$ cat config.mk
export PLATFORM = sky130hd
export DESIGN_NAME = win_cmd_gen
export DESIGN_NICKNAME = d
export VERILOG_FILES = /design/src/rtl/win_cmd_gen_pkg.sv /design/src/rtl/win_cmd_gen_btn_debounce.sv /design/src/rtl/win_cmd_gen.sv
export SDC_FILE = /design/constraint.sdc
export NUM_CORES = 1
export LEC_CHECK = 0
export CORE_MARGIN = 4
export CORE_UTILIZATION = 60
export CTS_BUF_LIST = sky130_fd_sc_hd__clkbuf_2 sky130_fd_sc_hd__clkbuf_4 sky130_fd_sc_hd__clkbuf_8
export DETAILED_ROUTE_END_ITERATION = 16
export PLACE_DENSITY = 0.83
export SKIP_LAST_GASP = 1
export SLEW_MARGIN = 20
export SYNTH_ARGS = -nofsm -noshare
export SYNTH_HDL_FRONTEND = slang
export SYNTH_SLANG_ARGS = --single-unit
$ cat constraint.sdc
create_clock -name clk -period 2.86 [get_ports clk]
set_input_delay 0.715 -clock clk [delete_from_list [all_inputs] [get_ports clk]]
set_output_delay 0.715 -clock clk [all_outputs]
set_load 0.05 [all_outputs]
$ cat src/rtl/win_cmd_gen_pkg.sv
// Shared definitions for the window command generator: command bit indices,
// repeat-engine state encoding and the direction priority picker.
package win_cmd_gen_pkg;

    localparam int CMD_W   = 7;
    localparam int M_UP    = 0;
    localparam int M_DOWN  = 1;
    localparam int M_LEFT  = 2;
    localparam int M_RIGHT = 3;
    localparam int Z_IN    = 4;
    localparam int Z_OUT   = 5;
    localparam int M_MODE  = 6;

    typedef enum logic [1:0] {
        RPT_IDLE = 2'd0,
        RPT_DLY  = 2'd1,
        RPT_RPT  = 2'd2
    } rpt_state_e;

    // Simultaneous presses resolve up > down > left > right.
    function automatic logic [1:0] dir_pick(input logic [3:0] rise);
        logic [1:0] sel;
        if (rise[M_UP]) begin
            sel = 2'd0;
        end else if (rise[M_DOWN]) begin
            sel = 2'd1;
        end else if (rise[M_LEFT]) begin
            sel = 2'd2;
        end else begin
            sel = 2'd3;
        end
        return sel;
    endfunction

endpackage

$ cat src/rtl/win_cmd_gen_btn_debounce.sv
// Two-flop synchroniser followed by a stable-count debouncer and rising-edge
// detector for one raw push-button.
module btn_debounce #(
    parameter int DEBOUNCE_CYCLES = 500000,
    parameter int CNT_W           = 25
) (
    input  logic clk,
    input  logic rst,
    input  logic raw,
    output logic level,
    output logic rise
);

    logic [1:0]       sync_q, sync_d;
    logic             level_q, level_d;
    logic             level_d1_q;
    logic [CNT_W-1:0] cnt_q, cnt_d;

    // Count consecutive disagreeing samples; any agreeing sample restarts the count.
    always_comb begin
        sync_d  = {sync_q[0], raw};
        level_d = level_q;
        cnt_d   = {CNT_W{1'b0}};
        if (sync_q[1] != level_q) begin
            if (cnt_q == CNT_W'(DEBOUNCE_CYCLES - 1)) begin
                level_d = sync_q[1];
                cnt_d   = {CNT_W{1'b0}};
            end else begin
                cnt_d = cnt_q + CNT_W'(1);
            end
        end else begin
            cnt_d = {CNT_W{1'b0}};
        end
    end

    // Synchroniser, debounced level and its one-cycle delayed copy.
    always_ff @(posedge clk or negedge rst) begin
        if (!rst) begin
            sync_q     <= 2'b00;
            level_q    <= 1'b0;
            level_d1_q <= 1'b0;
            cnt_q      <= {CNT_W{1'b0}};
        end else begin
            sync_q     <= sync_d;
            level_q    <= level_d;
            level_d1_q <= level_q;
            cnt_q      <= cnt_d;
        end
    end

    assign level = level_q;
    assign rise  = level_q & ~level_d1_q;

endmodule

$ cat src/rtl/win_cmd_gen.sv
// Push-button to WIN_CTRL_CMD converter: debounced press pulses, single-owner
// direction auto-repeat, zoom pulses and the move-mode level.
module win_cmd_gen
    import win_cmd_gen_pkg::*;
#(
    parameter int DEBOUNCE_CYCLES = 500000,
    parameter int REPEAT_DELAY    = 25000000,
    parameter int REPEAT_PERIOD   = 5000000,
    parameter int CNT_W           = 25
) (
    input  logic             clk,
    input  logic             rst,
    input  logic             btn_up,
    input  logic             btn_down,
    input  logic             btn_left,
    input  logic             btn_right,
    input  logic             btn_zin,
    input  logic             btn_zout,
    input  logic             btn_mode,
    input  logic             run,
    output logic [CMD_W-1:0] win_ctrl_cmd
);

    logic [3:0]       dir_raw_s, dir_lvl_s, dir_rise_s;
    logic             zin_rise_s, zout_rise_s, mode_rise_s;
    logic             opposite_s, start_s, owner_lvl_s;
    logic             zin_s, zout_s;
    logic [3:0]       dir_pulse_s;
    rpt_state_e       state_q, state_d;
    logic [CNT_W-1:0] cnt_q, cnt_d;
    logic [1:0]       owner_q, owner_d;
    logic             mode_q, mode_d;
    logic [CMD_W-1:0] cmd_q, cmd_d;

    assign dir_raw_s = {btn_right, btn_left, btn_down, btn_up};

    for (genvar i = 0; i < 4; i++) begin : g_dir
        btn_debounce #(.DEBOUNCE_CYCLES(DEBOUNCE_CYCLES), .CNT_W(CNT_W)) u_db (
            .clk(clk), .rst(rst), .raw(dir_raw_s[i]), .level(dir_lvl_s[i]), .rise(dir_rise_s[i])
        );
    end

    btn_debounce #(.DEBOUNCE_CYCLES(DEBOUNCE_CYCLES), .CNT_W(CNT_W)) u_db_zin (
        .clk(clk), .rst(rst), .raw(btn_zin), .level(), .rise(zin_rise_s)
    );
    btn_debounce #(.DEBOUNCE_CYCLES(DEBOUNCE_CYCLES), .CNT_W(CNT_W)) u_db_zout (
        .clk(clk), .rst(rst), .raw(btn_zout), .level(), .rise(zout_rise_s)
    );
    btn_debounce #(.DEBOUNCE_CYCLES(DEBOUNCE_CYCLES), .CNT_W(CNT_W)) u_db_mode (
        .clk(clk), .rst(rst), .raw(btn_mode), .level(), .rise(mode_rise_s)
    );

    // An opposing pair held together blocks any new direction from starting.
    assign opposite_s  = (dir_lvl_s[M_UP] & dir_lvl_s[M_DOWN]) |
                         (dir_lvl_s[M_LEFT] & dir_lvl_s[M_RIGHT]);
    assign start_s     = (|dir_rise_s) & ~opposite_s;
    assign owner_lvl_s = dir_lvl_s[owner_q];
    assign zin_s       = zin_rise_s & ~zout_rise_s;
    assign zout_s      = zout_rise_s & ~zin_rise_s;
    assign mode_d      = mode_q ^ mode_rise_s;

    // Repeat engine next state; losing the owner level wins over any pulse.
    always_comb begin
        state_d = state_q;
        case (state_q)
            RPT_IDLE: begin
                if (start_s) state_d = RPT_DLY;
                else         state_d = RPT_IDLE;
            end
            RPT_DLY: begin
                if (!owner_lvl_s)                                state_d = RPT_IDLE;
                else if (cnt_q == CNT_W'(REPEAT_DELAY - 1))      state_d = RPT_RPT;
                else                                             state_d = RPT_DLY;
            end
            RPT_RPT: begin
                if (!owner_lvl_s) state_d = RPT_IDLE;
                else              state_d = RPT_RPT;
            end
            default: state_d = RPT_IDLE;
        endcase
    end

    // Repeat engine outputs: owner latch, counter and direction pulse.
    always_comb begin
        cnt_d       = {CNT_W{1'b0}};
        owner_d     = owner_q;
        dir_pulse_s = 4'b0000;
        case (state_q)
            RPT_IDLE: begin
                if (start_s) begin
                    owner_d     = dir_pick(dir_rise_s);
                    dir_pulse_s = 4'b0001 << owner_d;
                end else begin
                    owner_d = owner_q;
                end
            end
            RPT_DLY: begin
                if (!owner_lvl_s) begin
                    cnt_d = {CNT_W{1'b0}};
                end else if (cnt_q == CNT_W'(REPEAT_DELAY - 1)) begin
                    dir_pulse_s = 4'b0001 << owner_q;
                end else begin
                    cnt_d = cnt_q + CNT_W'(1);
                end
            end
            RPT_RPT: begin
                if (!owner_lvl_s) begin
                    cnt_d = {CNT_W{1'b0}};
                end else if (cnt_q == CNT_W'(REPEAT_PERIOD - 1)) begin
                    dir_pulse_s = 4'b0001 << owner_q;
                end else begin
                    cnt_d = cnt_q + CNT_W'(1);
                end
            end
            default: begin
                cnt_d = {CNT_W{1'b0}};
            end
        endcase
    end

    assign cmd_d = {mode_d | run, zout_s, zin_s, dir_pulse_s};

    // State register and registered command bus.
    always_ff @(posedge clk or negedge rst) begin
        if (!rst) begin
            state_q <= RPT_IDLE;
            cnt_q   <= {CNT_W{1'b0}};
            owner_q <= 2'd0;
            mode_q  <= 1'b0;
            cmd_q   <= {CMD_W{1'b0}};
        end else begin
            state_q <= state_d;
            cnt_q   <= cnt_d;
            owner_q <= owner_d;
            mode_q  <= mode_d;
            cmd_q   <= cmd_d;
        end
    end

    assign win_ctrl_cmd = cmd_q;

endmodule
Word-level counts from Yosys, hierarchy flattened
Cells that the tools add are included.

storage, ports and cells
  register bits = 240

cells by class
  add/sub/neg operators = 8
  shift operators = 2
  bitwise operators = 25
  equal/unequal tests = 18
  muxes and demuxes = 37
  magnitude comparators = 1
  reduce and logical (&&, ||, !) cells = 10

operators with widths
  kind                                                                   count
  25-bit two-way mux                                                     18
  25-bit by 1-bit adder with 25-bit output (second input constant)       8
  25-bit by 19-bit == test with 1-bit output (second input constant)     7
  25-bit one-hot mux with 2 select lines                                 1
  25-bit by 23-bit == test with 1-bit output (second input constant)     1
  25-bit == test (second input constant)                                 1
  4-bit two-way mux                                                      5
  2-bit AND reduction                                                    8
  2-bit two-way mux                                                      7
  1-bit AND                                                              12
  4-bit one-hot mux with 3 select lines                                  1
  1-bit NOT                                                              10
  1-bit by 2-bit left shift with 4-bit output (first input constant)     2
  1-bit != test                                                          7
  2-bit one-hot mux with 3 select lines                                  1
  4-bit OR reduction                                                     1
  2-bit by 3-bit < comparator with 1-bit output (second input constant)  1
  1-bit two-way mux                                                      3
  1-bit binary-select mux with 2-bit select                              1
  2-bit by 1-bit == test with 1-bit output (second input constant)       1
  2-bit == test (second input constant)                                  1
  2-bit logical NOT                                                      1
  1-bit bitwise OR                                                       2
  1-bit bitwise XOR                                                      1

Logic depth before layout (Yosys ltp)
Gate-level depths: netlist of the first run.

  depth in word-level cells = 10
  mapped depth = 9
  gate-level depth less buffers = 6

By module
Synthesis of the first run repeated with hierarchy kept, for this count alone.

unflattened totals
  cells, all modules = 1169
  area total of the unflattened synthesis = 12191.7 µm²

by module, submodules not included
  module        instances  cells each  sequential area each (µm²)  area each (µm²)
  btn_debounce  7          140         725.7                       1460.2
  win_cmd_gen   1          189         925.9                       1970.6

Worst setup path before layout of the first run
No wires, ideal clock.

  path kind = register to register
  start = register cnt_q[15]
  end = register cnt_q[2]
  period minus slack after synthesis = 2.318 ns
  slack = 0.542 ns
  required time = 2.741 ns
  path buffers = 1
  arrival = 2.200 ns
  stages on the path, launching flop included = 7
  path through = dfrtp_1 > or4b_1 > or4_4 > o31a_1 > o21ai_4 > buf_4 > nor2_1

on the way
  cells in the longest elaborated chain, start to end = 4
  elaborated cells on any way between the ends = 7
  those cells by class = eq/ne: 2; mux: 5

RTL lines
  item                                                                          line                                    text
  start, declared                                                               win_cmd_gen.sv:30                       logic [CNT_W-1:0] cnt_q, cnt_d;
  start signal, assigned                                                        win_cmd_gen.sv:127                      cnt_q <= {CNT_W{1'b0}};
  start signal, assigned                                                        win_cmd_gen.sv:133                      cnt_q <= cnt_d;
  25-bit by 23-bit == test with 1-bit output or 25-bit == test (tied branches)  win_cmd_gen.sv:109, win_cmd_gen.sv:100
  25-bit two-way mux, on equally long branches                                  win_cmd_gen.sv:109, win_cmd_gen.sv:100
  25-bit two-way mux, on equally long branches                                  win_cmd_gen.sv:107, win_cmd_gen.sv:98
  25-bit one-hot mux with 2 select lines (*)                                    win_cmd_gen.sv:88                       case (state_q)
  named net cnt_d[2]                                                            win_cmd_gen.sv:30

Mark *: on every way through the listed nets, which the timed path passes. The rest lies on a longest branch.
A chain may end at the register's enable or synchronous reset.

Final worst setup path of the first run
  start = register cnt_q[15]
  end = register cnt_q[17]

on the way
  cells in the longest elaborated chain, start to end = 4
  elaborated cells on any way between the ends = 8
  those cells by class = add/sub: 1; eq/ne: 2; mux: 5

RTL lines
  item                                                                    line
  25-bit by 1-bit adder with 25-bit output, or another cell as far along  win_cmd_gen.sv:103, win_cmd_gen.sv:112
  25-bit two-way mux, on equally long branches                            win_cmd_gen.sv:109, win_cmd_gen.sv:100
  25-bit two-way mux, on equally long branches                            win_cmd_gen.sv:107, win_cmd_gen.sv:98
  25-bit one-hot mux with 2 select lines (*)                              win_cmd_gen.sv:88
  named net cnt_d[17]                                                     win_cmd_gen.sv:30

Marked as above.

==> impl_metrics.csv, run 1 <==
group,metric,value,unit
placed_design,io_buffers,16,
clock_network,cts_tree,"yes",
yosys,synth_edf_count,0,
yosys,synthArstFlopShare,100,%
setup_path,worstPathMaxFanout,25,
routing,drc_errors,0,
yosys,syn_avg_cell_area,9.93,um2
timing,slew_headroom,37.5,%
final_layout,multi_input_area,5030,um2
routing,drt_iter0_drc,566,
yosys,synth-compound-area-share,1.04,%
timing,fmax,397,MHz
yosys,yosys.area.top_type_share,53.3,%
placed_design,dp_hpwl,13.7,mm
global_routing,grt_max_degree,67,
timing,worst_pin_slew,0.931,ns
global_routing,track_usage,20.4,%
yosys,synth_xor_area_share,14.9,%
clock_network,holdBufCountCts,0,
final_layout,stdcell_area,12600,um2
setup_path,required,3.26,ns
die,ioPinCount,17,
yosys,yosysUniqueCellTypes,41,
final_layout,regArea,6010,um2
global_routing,grt_first_pass_wirelength,37.3,mm
die,std_cell_rows,49,
yosys,yosys_warnings,0,
yosys,synth_common_cells,"nor2_1 (243), dfrtp_1 (240), xnor2_1 (100), xor2_1 (91), nand3_1 (78)",
routing,drt_first_pass_iters,5,
timing,finalWorstSetupSlack,0.342,ns
timing,setup_viol_count_final,0,
setup_path,crit_arrival,2.92,ns
global_routing,grt_pass1_vias,8106,
clock_network,clock_latency,0.53,ns
clock_network,cts_setup_buffers,0,
timing,slew_violations,0,
routing,drtAntennaViolNets,0,
yosys,synthAdderAreaFrac,1.33,%
global_routing,grt_overflow,0,
clock_network,clk_pin_slew_worst_paths,0.06,ns
yosys,synth.most_common_cell,"nor2_1",
yosys,yosys.area_share.simple,26.3,%
timing,post-route-period-util,88.0,%
timing,hold_viol,0,
yosys,synth_area_leader_cell,"dfrtp_1",
clock_network,clock_path_buffers,3,
die,die_width,145,um
clock_network,cts_resized,0,
final_layout,fillCellCount,1347,
placed_design,pre_cts_slack,0.365,ns
pwr,peakVddDrop,0.000263,V
setup_path,rr_worst_depth,6,
placed_design,place_congestion,0.833,
die,core-area,18200,um2
routing,vias,8095,
yosys,synthesis.area,11300,um2
routing,routed_via_density,5.64,
placed_design,place_area,11700,um2
setup_path,start_kind,"register",
global_routing,antenna_found_initial,0,
yosys,synthCells,1134,
yosys,seq_area_frac_synth,53.3,%
final_layout,diodes,0,
yosys,yosys-top-cells-area,"dfrtp_1 (53%), nor2_1 (8.1%), xnor2_1 (7.8%)",
timing,tns,0,ns
die,start_util,61.9,%
clock_network,htree_levels,2,
timing,finalClockSkew,0.0149,ns
clock_network,cts.sinks,240,
worst_hold_path,hold_class,"in2async",
setup_path,end_kind,"register",
clock_network,cts_root_buf,"clkbuf_8",
die,dieArea,21000,um2
yosys,synth-seq-cells,240,
final_layout,nets,1199,
clock_network,cts_made_buffers,41,
yosys,synth_top_family_by_area,"simple AND/OR/NAND/NOR gates",
yosys,syn_nets,1156,
pwr,total_power,6.86,mW
setup_path,critPathKind,"reg2reg",
final_layout,area_growth,11.8,%
routing,drt-wirelength-per-cell,14.6,um
final_layout,layout-drive-gt1-share,9.12,%
pwr,power.density,545,nW/um2
pwr,leakage,5.42,nW
yosys,synthMuxAreaShare,1.10,%
timing,fin_crit,2.52,ns
routing,routed_wl,21.0,mm
timing,rsz0062_at_grt,"false",
status,status,"finished clean",
die,die_h,145,um
run,max_cap_violations,0,
yosys,synth_flop_cell,"dfrtp_1",
## final timing paths
check	slack, ns	end	startpoint
setup / recovery	0.34	cnt_q[17]	cnt_q[15]
hold / removal	0.11	u_db_zin.cnt_q[24]	rst
setup reg to reg	0.34	cnt_q[17]	cnt_q[15]
hold reg to reg	0.35	u_db_zin.sync_q[1]	u_db_zin.sync_q[0]
max in group asynchronous	1.96	g_dir[3].u_db.cnt_q[9]	rst
min in group clk	0.35	u_db_zin.sync_q[1]	u_db_zin.sync_q[0]
## cells by family after synthesis
group,count (synthesis)
compound gates,18
buf+inv,60
xor+xnor,191
simple gates,603
mux,10
fa+ha+maj,12
flops,240
## flip-flops by register name (all words and copies together), names as in the netlist, 4 cells and up
name and flops:
g_dir.u_db.cnt_q 100, cnt_q 25, u_db_mode.cnt_q 25, u_db_zin.cnt_q 25, u_db_zout.cnt_q 25, g_dir.u_db.sync_q 8, win_ctrl_cmd 7, g_dir.u_db.level 4
g_dir.u_db.level_d1_q 4
## layout make-up
| cell class | instances | share of cell area [%] |
|---|---|---|
| Inverter | 30 | 0.894 |
| Tap cell | 229 | 2.28 |
| Clock inverter | 14 | 0.984 |
| Timing Repair Buffer | 30 | 2.34 |
| Sequential cell | 240 | 47.7 |
| Clock buffer | 58 | 5.89 |
| Multi-Input combinational cell | 834 | 39.9 |
## cells in the final DEF (no fill, tap or decap), types with 2 or more instances in the layout
master	count
bufinv_16	2
mux2_2	9
nand4_1	51
xnor2_1	100
or2_2	9
nor4b_1	8
o21ai_0	4
nand2b_1	3
clkbuf_8	49
and4_1	10
o31a_1	2
ha_1	12
nor4_1	37
nand4b_1	3
nand3_1	78
or4_1	3
nor3b_1	2
nor2b_1	6
nand2_1	58
nor2_1	243
a21oi_1	6
xor2_1	91
clkinv_2	11
dfrtp_1	240
nor3_1	33
and3_1	45
buf_4	12
inv_1	30
buf_12	2
or3_1	3
clkbuf_4	9
clkdlybuf4s50_1	15
and2_1	5
## metal layers
layer	track usage, %	wire [um]
met1	28.0	9620
met4	6.08	384
met3	3.84	794
met5	0	0
met2	33.6	10200
## report_power, final
| group | internal, mW | switching, mW |
|---|---|---|
| sequential | 3.43 | 0.0310 |
| clock | 1.86 | 1.35 |
| combinational | 0.0529 | 0.131 |
| total | 5.34 | 1.51 |
## per-stage QoR
step           std cells  util [%]  hold slack (ns)
3_3_place_gp        1363      64.4            0.333
4_1_cts             1435      69.2            0.132
6_report            1435      69.2            0.108
3_5_place_dp        1363      64.4            0.335
2_1_floorplan       1134         -            0.331
5_1_grt             1435      69.2            0.157
## critical path, cell delays in order (launching register included)
cell and delay (ns):
dfrtp_1 0.44, or4b_1 0.54, or4_4 0.52, o31a_1 0.36, o21ai_4 0.14, buf_4 0.28, nor2_1 0.11
(Power assumes the default switching activity.)
==> inputs of run 2 (changes only) <==
--- a/config.mk
+++ b/config.mk
@@ -11,7 +11,6 @@
 export DETAILED_ROUTE_END_ITERATION = 16
 export PLACE_DENSITY = 0.83
 export SKIP_LAST_GASP = 1
-export SLEW_MARGIN = 20
 export SYNTH_ARGS = -nofsm -noshare
 export SYNTH_HDL_FRONTEND = slang
 export SYNTH_SLANG_ARGS = --single-unit
==> results of run 2 <==
Final layout, timing and power as in run 1 (identical DEF).
==> edit 1, RTL diff (config.mk and constraints of run 2) <==
One comparison of `cnt_q` changes from == to >=.
--- a/src/rtl/win_cmd_gen_btn_debounce.sv
+++ b/src/rtl/win_cmd_gen_btn_debounce.sv
@@ -23,5 +23,5 @@
         cnt_d   = {CNT_W{1'b0}};
         if (sync_q[1] != level_q) begin
-            if (cnt_q == CNT_W'(DEBOUNCE_CYCLES - 1)) begin
+            if (cnt_q >= CNT_W'(DEBOUNCE_CYCLES - 1)) begin
                 level_d = sync_q[1];
                 cnt_d   = {CNT_W{1'b0}};
Behaviour: same outputs for any inputs over 10 cycles, from zero or initial values and one cycle with rst low; that may be too few to reach the edited logic, so the function may still have changed.
==> edit 1 against run 2 <==
  * Setup slack improved by 0.12 ns
  * Synthesized area fell by 6.1%
  * Die area fell by 5.7%
  * Largest cell class unchanged
  * Final area fell by 4.9%
  * Final cell count fell by 6.4%
  * Power fell by 0.21%
  * Wire length fell by 12%
  * Count of clock-buffer cells in the layout fell by 3
  * Via count fell by 10%
  * Sequential cell count did not move
==> edit 1: results <==
export IMPL_slew_limit_headroom=0.482
export IMPL_cts_root_buf="sky130_fd_sc_hd__clkbuf_8"
export IMPL_insertedDiodeCount=0
export IMPL_dp_worst_setup_slack_ns=0.472
export IMPL_cellInternalPower_w=0.00526
export IMPL_maximum_vdd_ir_drop_mv=0.514
export IMPL_syn_mean_instance_area_um2=10.6
export IMPL_hold_slack_ns=0.180
export IMPL_run_status="finished clean"
export IMPL_placed_area_um2=11200
export IMPL_report_power_total_w=0.00684
export IMPL_drive_gt1_frac=0.0903
export IMPL_synth_async_reset_ratio=1.00
export IMPL_final_setup_skew_ns=0.00804
export IMPL_tritoncts_num_buffers=39
export IMPL_drt_pre_antenna_iters=4
export IMPL_grt_pass1_vias=7208
export IMPL_yosys_top_cells_area="sky130_fd_sc_hd__dfrtp_1, sky130_fd_sc_hd__nor2_1, sky130_fd_sc_hd__xor2_1"
export IMPL_synth_sequential_area_ratio=0.568
export IMPL_layout_filler_cells=1298
export IMPL_endpoint_of_the_worst_register_to_register_path="cnt_q[4]"
export IMPL_worst_hold_path_type="primary input to asynchronous set/reset pin"
export IMPL_drtIter0Drc=393
export IMPL_post_drt_via_cell_ratio=5.40
export IMPL_startpoint="cnt_q[20]"
export IMPL_clk_path_buf_depth=3
export IMPL_arrival_time_of_the_worst_setup_path_ns=2.77
export IMPL_gp_congestion=0.822
export IMPL_pin_count_of_the_biggest_net_entering_global_routing=90
export IMPL_layout_cells_non_filler=1343
export IMPL_cts_repair_resize_count=0
export IMPL_design_final_nets=1115
export IMPL_path_max_fanout=25
export IMPL_synth_common_cells="sky130_fd_sc_hd__dfrtp_1, sky130_fd_sc_hd__nor2_1, sky130_fd_sc_hd__xor2_1"
export IMPL_routedWlPerCell_um=13.7
export IMPL_r2r_slack_ns=0.46
export IMPL_worst_r2r_path_depth=5
export IMPL_htreeDepth=2
export IMPL_synth_cell_type_count=65
export IMPL_cellLeakagePower_nw=4.92
export IMPL_grt_first_pass_wirelength_um=32600
export IMPL_fin_crit_sh=0.839
export IMPL_dominantRegCellSynth="sky130_fd_sc_hd__dfrtp_1"
export IMPL_placement_io_buffers=16
export IMPL_gr_usage_all_layers=0.194
export IMPL_post_dp_hpwl_um=12100
[edit 1: routing by layer]
layer  up-vias  share of wire  global-route usage
li1       3606              -                   -
met2       101           0.48               0.315
met5         -              0                   0
met3        22          0.039              0.0373
met4         0          0.017              0.0622
met1      3518           0.46               0.268
[edit 1: cells by family (layout without fill, tap and decap cells)]
family / Yosys count / count (layout) / synth area share
muxes: 7 / 7 / 0.00840
buffers and inverters: 46 / 125 / 0.0200
AOI/OAI and AO/OA: 58 / 58 / 0.0409
xor gates and xnor gates: 147 / 147 / 0.122
other: 1 / 42 / 0.000354
DFF: 240 / 240 / 0.568
and+or+nand+nor: 487 / 487 / 0.227
adders and majority gates: 12 / 12 / 0.0142
[edit 1: layout make-up]
type / count / area [um^2] / share of cell area
clock buffer: 55 / 732 / 0.0611
clock inverter: 11 / 55.1 / 0.00460
inverter: 31 / 116 / 0.00972
multi-input combinational: 753 / 4520 / 0.377
sequential: 240 / 6010 / 0.502
tap: 225 / 282 / 0.0235
timing repair buffer: 28 / 268 / 0.0224
[edit 1: worst max-delay path, stage by stage, from the launching register on]
cell and delay (ns):
sky130_fd_sc_hd__dfrtp_1 0.42, sky130_fd_sc_hd__or4_1 0.52, sky130_fd_sc_hd__or4_1 0.43, sky130_fd_sc_hd__o21ba_2 0.23, sky130_fd_sc_hd__o21ai_4 0.50, sky130_fd_sc_hd__nor2_1 0.13
[edit 1: power groups by stage]
stage          Combinational [W]  Clock (W)  Sequential, W
2_1_floorplan           0.000191          0        0.00364
3_3_place_gp            0.000358          0        0.00361
3_5_place_dp            0.000368          0        0.00362
4_1_cts                 0.000370    0.00302        0.00356
5_1_grt                 0.000417    0.00318        0.00357
6_report                0.000367    0.00292        0.00356
==> edit 2, RTL diff (settings of run 2) <==
Without the edit above. `CNT_W` is set to 25 in 2 places; all go to 17.
--- a/src/rtl/win_cmd_gen_btn_debounce.sv
+++ b/src/rtl/win_cmd_gen_btn_debounce.sv
@@ -3,5 +3,5 @@
 module btn_debounce #(
     parameter int DEBOUNCE_CYCLES = 500000,
-    parameter int CNT_W           = 25
+    parameter int CNT_W           = 17
 ) (
     input  logic clk,
--- a/src/rtl/win_cmd_gen.sv
+++ b/src/rtl/win_cmd_gen.sv
@@ -7,5 +7,5 @@
     parameter int REPEAT_DELAY    = 25000000,
     parameter int REPEAT_PERIOD   = 5000000,
-    parameter int CNT_W           = 25
+    parameter int CNT_W           = 17
 ) (
     input  logic             clk,
Check against the original RTL: no difference found for any inputs over 10 cycles, from zero or initial values and one cycle with rst low; that may be too few to reach the edited logic, so the function may still have changed.
==> edit 2 against run 2 <==
  * Wire length shrank 36%
  * Power shrank 38%
  * Final area shrank 31%
  * Sequential cell count shrank 64
  * Die area shrank 27%
  * Setup slack gained 0.21 ns
  * Sequential power shrank 26%
  * Final cell count shrank 32%
  * Synthesized area shrank 29%
  * Core utilization shrank 1.2 points
  * Maximum frequency grew 9.0%
  * Global-route usage shrank 0.70 points
  * Synthesized cell count shrank 32%
==> edit 2: results <==
export IMPL_synth_cell_type_count=45
export IMPL_syn_mean_instance_area_um2=10.4
export IMPL_design_final_nets=818
export IMPL_arrival_time_of_the_worst_setup_path_ns=1.60
export IMPL_clk_path_buf_depth=2
export IMPL_timing_critical_path_slowest_cell_delay_ns=0.81
export IMPL_final_setup_skew_ns=0.0132
export IMPL_placed_cells=949
export IMPL_synth_most_common_cell="sky130_fd_sc_hd__dfrtp_1"
export IMPL_drive_gt1_frac=0.0643
export IMPL_number_of_buffers_added_for_setup_after_cts=0
export IMPL_placement_io_buffers=16
export IMPL_critical_path_slowest_cell="sky130_fd_sc_hd__clkdlybuf4s50_1"
export IMPL_worstReg2RegStart="cnt_q[0]"
export IMPL_synth_common_cells="sky130_fd_sc_hd__dfrtp_1, sky130_fd_sc_hd__nor2_1, sky130_fd_sc_hd__xor2_1"
export IMPL_post_drt_via_cell_ratio=5.51
export IMPL_largest_register="g_dir.u_db.cnt_q"
export IMPL_startpoint="win_ctrl_cmd[4]"
export IMPL_cts_root_buf="sky130_fd_sc_hd__clkbuf_8"
export IMPL_slew_limit_headroom=0.594
export IMPL_htreeDepth=4
export IMPL_gp_congestion=0.839
export IMPL_post_dp_hpwl_um=9330
export IMPL_cts_reportedPaths_clkPinSlew_ns=0.09
export IMPL_antenna_found_initial=0
export IMPL_routedWlPerCell_um=13.8
export IMPL_pin_count_of_the_biggest_net_entering_global_routing=63
export IMPL_yosys_top_cells_area="sky130_fd_sc_hd__dfrtp_1, sky130_fd_sc_hd__xor2_1, sky130_fd_sc_hd__nor2_1"
export IMPL_worst_skew_pair_late_latency_ns=0.45
export IMPL_synth_sequential_area_ratio=0.549
export IMPL_number_of_synthesis_warnings=0
export IMPL_insertedDiodeCount=0
export IMPL_gr_usage_all_layers=0.197
export IMPL_grt_pass1_vias=5511
export IMPL_path_max_fanout=1
export IMPL_postSynthNetCount=795
export IMPL_maximum_vdd_ir_drop_mv=0.333
export IMPL_drt_pre_antenna_iters=5
export IMPL_routed_wl_um=13500
export IMPL_cts_repair_resize_count=0
export IMPL_flip_flop_count_of_the_largest_register_all_copies_and_words_added=68
export IMPL_grt_first_pass_wirelength_um=24200
export IMPL_critical_path_top_delay_family="buffers and inverters"
export IMPL_drtIter0Drc=346
export IMPL_cellLeakagePower_nw=3.92
export IMPL_run_status="finished clean"
export IMPL_synth_async_reset_ratio=1.00
export IMPL_tritoncts_num_buffers=17
export IMPL_worst_hold_path_type="primary input to asynchronous set/reset pin"
[edit 2: cell count changes in the layout (fill, tap and decap cells not counted), sizes merged, moves of 12 or more]
cell           run 2  this run
nor3              33        21
and3              45        31
xnor2            100        44
dfrtp            240       176
nor2             243       154
nor4              38         6
nand3             78        60
clkbuf            58        22
nand4             51        27
[edit 2: through the flow]
| stage | total power [W] | hold slack [ns] | utilization | cell area (um^2) | worst slack (ns) |
|---|---|---|---|---|---|
| floorplan | 0.00267 | 0.331 | - | 8020 | 1.08 |
| global placement | 0.00275 | 0.336 | 0.651 | 8350 | 0.896 |
| detailed placement | 0.00276 | 0.336 | 0.651 | 8350 | 0.767 |
| CTS | 0.00435 | 0.238 | 0.680 | 8720 | 0.511 |
| global route | 0.00446 | 0.263 | 0.680 | 8720 | 0.483 |
| finish | 0.00428 | 0.233 | 0.680 | 8720 | 0.550 |
[edit 2: cell families (layout without fill, tap and decap cells)]
kind of cell    count (synthesis)  count (layout)  synth area share
xor+xnor                      128             128             0.140
buf+inv                        38              74            0.0243
flops                         176             176             0.549
simple gates                  395             395             0.240
mux                             8               8            0.0131
fa+ha+maj                      12              12            0.0187
compound gates                 16              16            0.0142
[edit 2: where the power goes]
group	internal, W	switching, W	total (W)	leakage, nW
Clock	0.000701	0.000881	0.00158	0.187
Sequential	0.00252	0.0000300	0.00255	2.41
Combinational	0.0000508	0.000101	0.000151	1.33
[edit 2: cell type report]
type,instances,area [um^2]
Clock inverter,10,77.6
Multi-Input combinational cell,559,3420
Sequential cell,176,4400
Clock buffer,22,290
Timing Repair Buffer,20,229
Tap cell,172,215
Fill cell,958,4110
Inverter,22,82.6
[edit 2: final timing paths]
| path | end | cells past startpoint | slack [ns] |
|---|---|---|---|
| setup / recovery | win_ctrl_cmd[4] | 1 | 0.55 |
| max in group asynchronous | u_db_mode.cnt_q[8] | 2 | 1.93 |
| setup reg to reg | cnt_q[6] | 6 | 0.73 |
| hold reg to reg | u_db_zin.sync_q[1] | 0 | 0.35 |
| min in group clk | u_db_zin.sync_q[1] | 0 | 0.35 |
| hold / removal | cnt_q[0] | 1 | 0.23 |
[edit 2: routing by layer]
layer  up-vias  GRT usage  routed length [um]
li1       2627          -                   -
met3        13     0.0486                 448
met5         -          0                   0
met4         0     0.0581                 133
met1      2680      0.250                6090
met2        83      0.337                6830
